File: config.mk
export PLATFORM = sky130hd
export DESIGN_NAME = tankb_video_timing
export DESIGN_NICKNAME = d
export VERILOG_FILES = /design/src/rtl/tankb_timing_pkg.sv /design/src/rtl/ttl161_cnt.sv /design/src/rtl/tankb_video_timing.sv
export SDC_FILE = /design/constraint.sdc
export NUM_CORES = 1
export LEC_CHECK = 0
export CAP_MARGIN = 40
export CORE_ASPECT_RATIO = 1.5
export CORE_MARGIN = 5
export CORE_UTILIZATION = 45
export DETAILED_ROUTE_END_ITERATION = 10
export PLACE_DENSITY = 0.75
export SYNTH_ARGS = -nofsm -noshare
export SYNTH_HDL_FRONTEND = slang
export SYNTH_SLANG_ARGS = --single-unit
File: constraint.sdc
create_clock -name clk -period 2.6 [get_ports clk]
set_clock_uncertainty 0.2 [all_clocks]
set_input_delay 0.39 -clock clk [delete_from_list [all_inputs] [get_ports clk]]
set_output_delay 0.39 -clock clk [all_outputs]
set_load 0.05 [all_outputs]
File: src/rtl/tankb_timing_pkg.sv
// Shared constants and state encodings for the Tank Battalion video timing block.
package tankb_timing_pkg;

    localparam logic [8:0] H_LOAD_DEF = 9'd128;
    localparam logic [8:0] V_LOAD_DEF = 9'd248;

    localparam int unsigned HSYNC_START = 176;
    localparam int unsigned HSYNC_END   = 208;
    localparam int unsigned VSYNC_FIRST = 248;
    localparam int unsigned H_TOTAL     = 384;
    localparam int unsigned V_TOTAL     = 264;

    // Divide-by-3 ring as the ls107 pair {q1,q2}: 00 -> 10 -> 01 -> 00
    typedef enum logic [1:0] {
        DIV_S0 = 2'b00,
        DIV_S1 = 2'b10,
        DIV_S2 = 2'b01
    } div_state_t;

endpackage

File: src/rtl/ttl161_cnt.sv
// 4-bit ls161-style synchronous counter cell: clear, load (over count), enp/ent.
module ttl161_cnt (
    input  logic       clk,
    input  logic       clr,
    input  logic       ce,
    input  logic       load,
    input  logic       enp,
    input  logic       ent,
    input  logic [3:0] d,
    output logic [3:0] q,
    output logic       rco
);

    // Counter register: clear wins, then load, then count on enp & ent
    always_ff @(posedge clk) begin
        if (clr) begin
            q <= '0;
        end else if (ce) begin
            if (load) begin
                q <= d;
            end else if (enp && ent) begin
                q <= q + 4'd1;
            end
        end
    end

    assign rco = ent & (q == 4'hF);

endmodule

File: src/rtl/tankb_video_timing.sv
// Tank Battalion video timing generator: pixel enable, H/V counters, syncs, H256*.
// Optional macro TANKB_COMPSYNC_EN adds the n_comp_sync output.
module tankb_video_timing
    import tankb_timing_pkg::*;
#(
    parameter logic [8:0]  H_LOAD = H_LOAD_DEF,
    parameter logic [8:0]  V_LOAD = V_LOAD_DEF,
    parameter int unsigned DIV    = 3
) (
    input  logic       clk,
    input  logic       reset,
    output logic       m6hz,
    output logic       pix_ce,
    output logic [8:0] h_cnt,
    output logic       h256,
    output logic       h256_star,
    output logic       n_h256_star,
    output logic       n_hsync,
    output logic [8:0] v_cnt,
    output logic       n_vsync,
    output logic       phi,
    output logic       nh4_nh8
`ifdef TANKB_COMPSYNC_EN
    ,
    output logic       n_comp_sync
`endif
);

    // The divider is a fixed three-state ring; other ratios have no implementation.
    if (DIV != 3) begin : g_div_fixed_at_3
    end

    div_state_t div_state, div_next;

    logic       h1, v1;
    logic [3:0] h_lo, h_hi, v_lo, v_hi;
    logic       h_lo_rco, h_hi_rco, v_lo_rco, v_hi_rco;
    logic       h16_rise, h8_rise, v_adv;
    logic       hsync_q;

    // Divider state register
    always_ff @(posedge clk) begin
        if (reset) div_state <= DIV_S0;
        else       div_state <= div_next;
    end

    // Divider next-state ring
    always_comb begin
        div_next = DIV_S0;
        unique case (div_state)
            DIV_S0:  div_next = DIV_S1;
            DIV_S1:  div_next = DIV_S2;
            DIV_S2:  div_next = DIV_S0;
            default: div_next = DIV_S0;
        endcase
    end

    assign pix_ce = (div_state == DIV_S2);
    assign m6hz   = ~div_state[0];

    // H1 toggle; the 161 chain reaches terminal count exactly at h_cnt == 511
    always_ff @(posedge clk) begin
        if (reset)       h1 <= 1'b0;
        else if (pix_ce) h1 <= h_hi_rco ? H_LOAD[0] : ~h1;
    end

    ttl161_cnt u_h_lo (
        .clk(clk), .clr(reset), .ce(pix_ce), .load(h_hi_rco),
        .enp(1'b1), .ent(h1), .d(H_LOAD[4:1]), .q(h_lo), .rco(h_lo_rco)
    );

    ttl161_cnt u_h_hi (
        .clk(clk), .clr(reset), .ce(pix_ce), .load(h_hi_rco),
        .enp(1'b1), .ent(h_lo_rco), .d(H_LOAD[8:5]), .q(h_hi), .rco(h_hi_rco)
    );

    assign h_cnt = {h_hi, h_lo, h1};

    assign h16_rise = pix_ce & (h_cnt[4:0] == 5'd15);
    assign h8_rise  = pix_ce & (h_cnt[3:0] == 4'd7);
    assign v_adv    = pix_ce & (h_cnt == 9'd207);

    // HSYNC flop: samples ~H64 & H32 on H16 rise, held clear while H256 is low
    always_ff @(posedge clk) begin
        if (reset)         hsync_q <= 1'b0;
        else if (h_cnt[8]) hsync_q <= 1'b0;
        else if (h16_rise) hsync_q <= ~h_cnt[6] & h_cnt[5];
    end

    assign n_hsync = ~hsync_q;

    // V1 toggle; V advances on the h 207->208 edge where n_hsync returns high
    always_ff @(posedge clk) begin
        if (reset)      v1 <= 1'b0;
        else if (v_adv) v1 <= v_hi_rco ? V_LOAD[0] : ~v1;
    end

    ttl161_cnt u_v_lo (
        .clk(clk), .clr(reset), .ce(v_adv), .load(v_hi_rco),
        .enp(1'b1), .ent(v1), .d(V_LOAD[4:1]), .q(v_lo), .rco(v_lo_rco)
    );

    ttl161_cnt u_v_hi (
        .clk(clk), .clr(reset), .ce(v_adv), .load(v_hi_rco),
        .enp(1'b1), .ent(v_lo_rco), .d(V_LOAD[8:5]), .q(v_hi), .rco(v_hi_rco)
    );

    assign v_cnt   = {v_hi, v_lo, v1};
    assign n_vsync = v_cnt[8];

    // H256* flop: captures pre-edge H256 on each H8 rise
    always_ff @(posedge clk) begin
        if (reset)        h256_star <= 1'b0;
        else if (h8_rise) h256_star <= ~h_cnt[8];
    end

    assign h256        = ~h_cnt[8];
    assign n_h256_star = ~h256_star;
    assign phi         = h_cnt[2];
    assign nh4_nh8     = ~h_cnt[2] & ~h_cnt[3];

`ifdef TANKB_COMPSYNC_EN
    assign n_comp_sync = n_hsync & n_vsync;
`endif

endmodule

==> impl_metrics.py <==
metrics = {
    "timing": {
        "fin_crit_ns": 2.42,
        "tightestPinTransition_ns": 0.519,
        "fin_tns_setup_ns": 0,
        "fmax_mhz": 412,
        "maxSlewViolCount": 0,
        "rsz0062_at_grt": "false",
        "finalSetupViolations": 0,
        "holdWs_ns": 0.299,
        "relSlewSlack_pct": 65.3,
        "post-route-period-util_pct": 93.3,
        "hold_viol": 0,
    },
    "routing": {
        "wl_um": 2320,
        "drt_first_pass_iters": 5,
        "drc": 0,
        "via_count": 952,
        "via_per_inst": 5.47,
        "ant_nets": 0,
        "wl_per_cell_um": 13.3,
        "initialDrtViolationCount": 18,
    },
    "critical_path": {
        "crit_arrival_ns": 1.83,
        "crit_path_end_kind": "primary output",
        "crit_path_start_kind": "flip-flop",
        "cpLargestDelayFamily": "buffers and inverters",
        "cp_cell_sequence": "nand2b_1 > inv_1 > clkdlybuf4s50_1",
        "cp.required_ns": 2.01,
        "slowest_delay_ns": 0.80,
        "crit_slowest_cell": "clkdlybuf4s50_1",
        "timing_worst_setup_path_type": "reg -> out",
        "crit_fanout": 6,
        "cp_num_buf_inv": 2,
    },
    "yosys": {
        "syn_avg_cell_area_um2": 8.78,
        "synth_fp_nets": 131,
        "synth_seq_area_share_pct": 40.5,
        "synth_cells": 124,
        "async_flop_share_pct": 0,
        "synth_ff_type": "dfxtp_1",
        "synth.largest_area_cell": "dfxtp_1",
        "syn_area_mm2": 0.00109,
        "synth_edf_count": 0,
        "netlist_top_cells_area": "dfxtp_1, nor2_1, ha_1, inv_1, a21oi_1",
        "synth.distinct_cells": 37,
        "synth_top_area_share_pct": 40.5,
        "ys.warnings.count": 0,
        "synth_seq_cells": 22,
    },
    "finish": {
        "syn2layout_area_growth_pct": 29.2,
        "antennaDiodeCount": 0,
        "fin_cells": 174,
        "nets": 159,
        "drive_gt1_share_pct": 5.96,
        "final_util_pct": 61.5,
    },
    "clocking": {
        "cts_buffers": 3,
        "post_cts_resize_count": 0,
        "cts_hold_buf": 0,
        "cts_root_buffer": "clkbuf_4",
        "htreeDepth": 1,
        "cts.clk_slew.worst_paths_ns": 0.12,
        "ctsLongestPathBuffers": 2,
        "clock-sinks": 22,
        "cts_setup_buffers": 0,
        "clk_latency_ns": 0.32,
        "cts_tree": "built",
    },
    "grt": {
        "track_usage_pct": 14.6,
        "antenna_found_initial": 0,
        "grt_pass1_vias": 899,
        "grt-ovfl-total": 0,
        "grt_max_degree": 13,
        "grt_pass1_wl_um": 4130,
    },
    "hold_path": {
        "hp-class": "reg -> reg",
    },
    "floorplan": {
        "num_rows": 21,
        "start_util_pct": 47.6,
        "ios": 29,
        "die_w_um": 50.2,
        "die_area_mm2": 0.00352,
        "die_h_um": 70.2,
        "core-area_mm2": 0.00229,
    },
    "placement": {
        "dp_hpwl_um": 1810,
        "io_buffers": 28,
        "dpl.cell_count": 170,
        "gp_congestion": 0.767,
    },
    "power_and_ir_drop": {
        "cellPowerDensity_mw_per_mm2": 408,
        "finalPower_uw": 574,
        "vdd_drop_max_mv": 0.361,
        "leakage_uw": 0.000562,
    },
    "run_status": {
        "outcome": "completed",
    },
    "flow_run": {
        "max-cap-violations": 0,
    },
}
-- sequential cells by signal, indices dropped and copies added (netlist names) --
register	count
h256_star	1
h1	1
u_h_hi.q	4
u_h_lo.q	4
u_v_hi.q	4
div_state	2
v1	1
hsync_q	1
u_v_lo.q	4
-- cells in the mapped netlist (all sizes together), types with 2 or more instances --
cell type / n
nand3b: 2
buf: 5
nand2: 5
mux2i: 3
xor2: 3
or3: 2
a21oi: 7
clkbuf: 2
nand3: 5
o21ai: 2
nor3: 7
inv: 10
and3: 4
nand4: 3
xnor2: 2
nor2: 17
ha: 5
dfxtp: 22
a211oi: 2
-- kinds of logic (layout without fill, tap and decap cells) --
kind of cell             after synthesis  in the layout  synth area share, %
XOR/XNOR                               5              5                 4.02
AND/OR/NAND/NOR                       53             53                 28.0
adder cells (fa/ha/maj)                5              5                 5.75
multiplexers                           3              3                 2.76
AO/OA/AOI/OAI                         19             19                 11.6
buffers and inverters                 17             44                 7.36
flip-flops                            22             22                 40.5
-- final cells by class --
cell class | instances | area (um2)
Fill cell | 199 | 880
Multi-Input combinational cell | 85 | 568
Sequential cell | 22 | 440
Timing Repair Buffer | 30 | 295
Inverter | 10 | 37.5
Clock buffer | 4 | 36.3
Tap cell | 23 | 28.8
-- power breakdown --
part	leakage, uW	total (uW)	internal [uW]	switching [uW]
Sequential	0.000178	347	341	5.98
Clock	0.0000210	191	85.7	105
Combinational	0.000364	36.6	13.4	23.2
Total	0.000562	574	440	134
-- metal layers --
layer | GRT usage (%) | wire (um) | vias up | part of all wire (%)
li1 | - | - | 494 | -
met1 | 17.6 | 1030 | 433 | 44
met2 | 23.8 | 1140 | 20 | 49
met3 | 2.34 | 91 | 5 | 3.9
met4 | 7.87 | 53 | 0 | 2.3
met5 | 0 | 0 | - | 0
-- worst register-to-register path, delay by kind of cell, from the launching register on --
kind / cells / cell delay, ns
AOI/OAI and AO/OA: 1 / 0.14
DFF: 1 / 0.49
and+or+nand+nor: 3 / 1.18
-- worst paths after layout --
kind | startpoint | endpoint | slack, ns | depth (start not counted)
max reg2reg | u_h_lo.q[1] | u_v_lo.q[0] | 0.53 | 4
max | div_state[0] | pix_ce | 0.18 | 3
min | u_v_lo.q[3] | u_v_lo.q[3] | 0.30 | 2
min reg2reg | u_v_lo.q[3] | u_v_lo.q[3] | 0.30 | 2
-- metrics by stage --
stage	setup WS, ns	cell area (um2)
global route	0.0582	1410
global placement	0.567	1370
finish	0.175	1410
floorplan	0.288	1090
CTS	0.145	1410
detailed placement	0.518	1370
-- layout by cell type (no fill, tap or decap), types with 2 or more instances in the layout --
cell / count
and3_1: 4
nand3_1: 5
nor2_1: 17
or3_1: 2
xnor2_1: 2
mux2i_1: 3
dfxtp_1: 22
nand2_1: 5
a211oi_1: 2
ha_1: 5
xor2_1: 3
clkbuf_4: 3
o21ai_0: 2
a21oi_1: 7
nand4_1: 3
clkdlybuf4s50_1: 28
nor3_1: 7
inv_1: 10
buf_4: 2
Note: power is estimated with default switching activity, not from simulation.
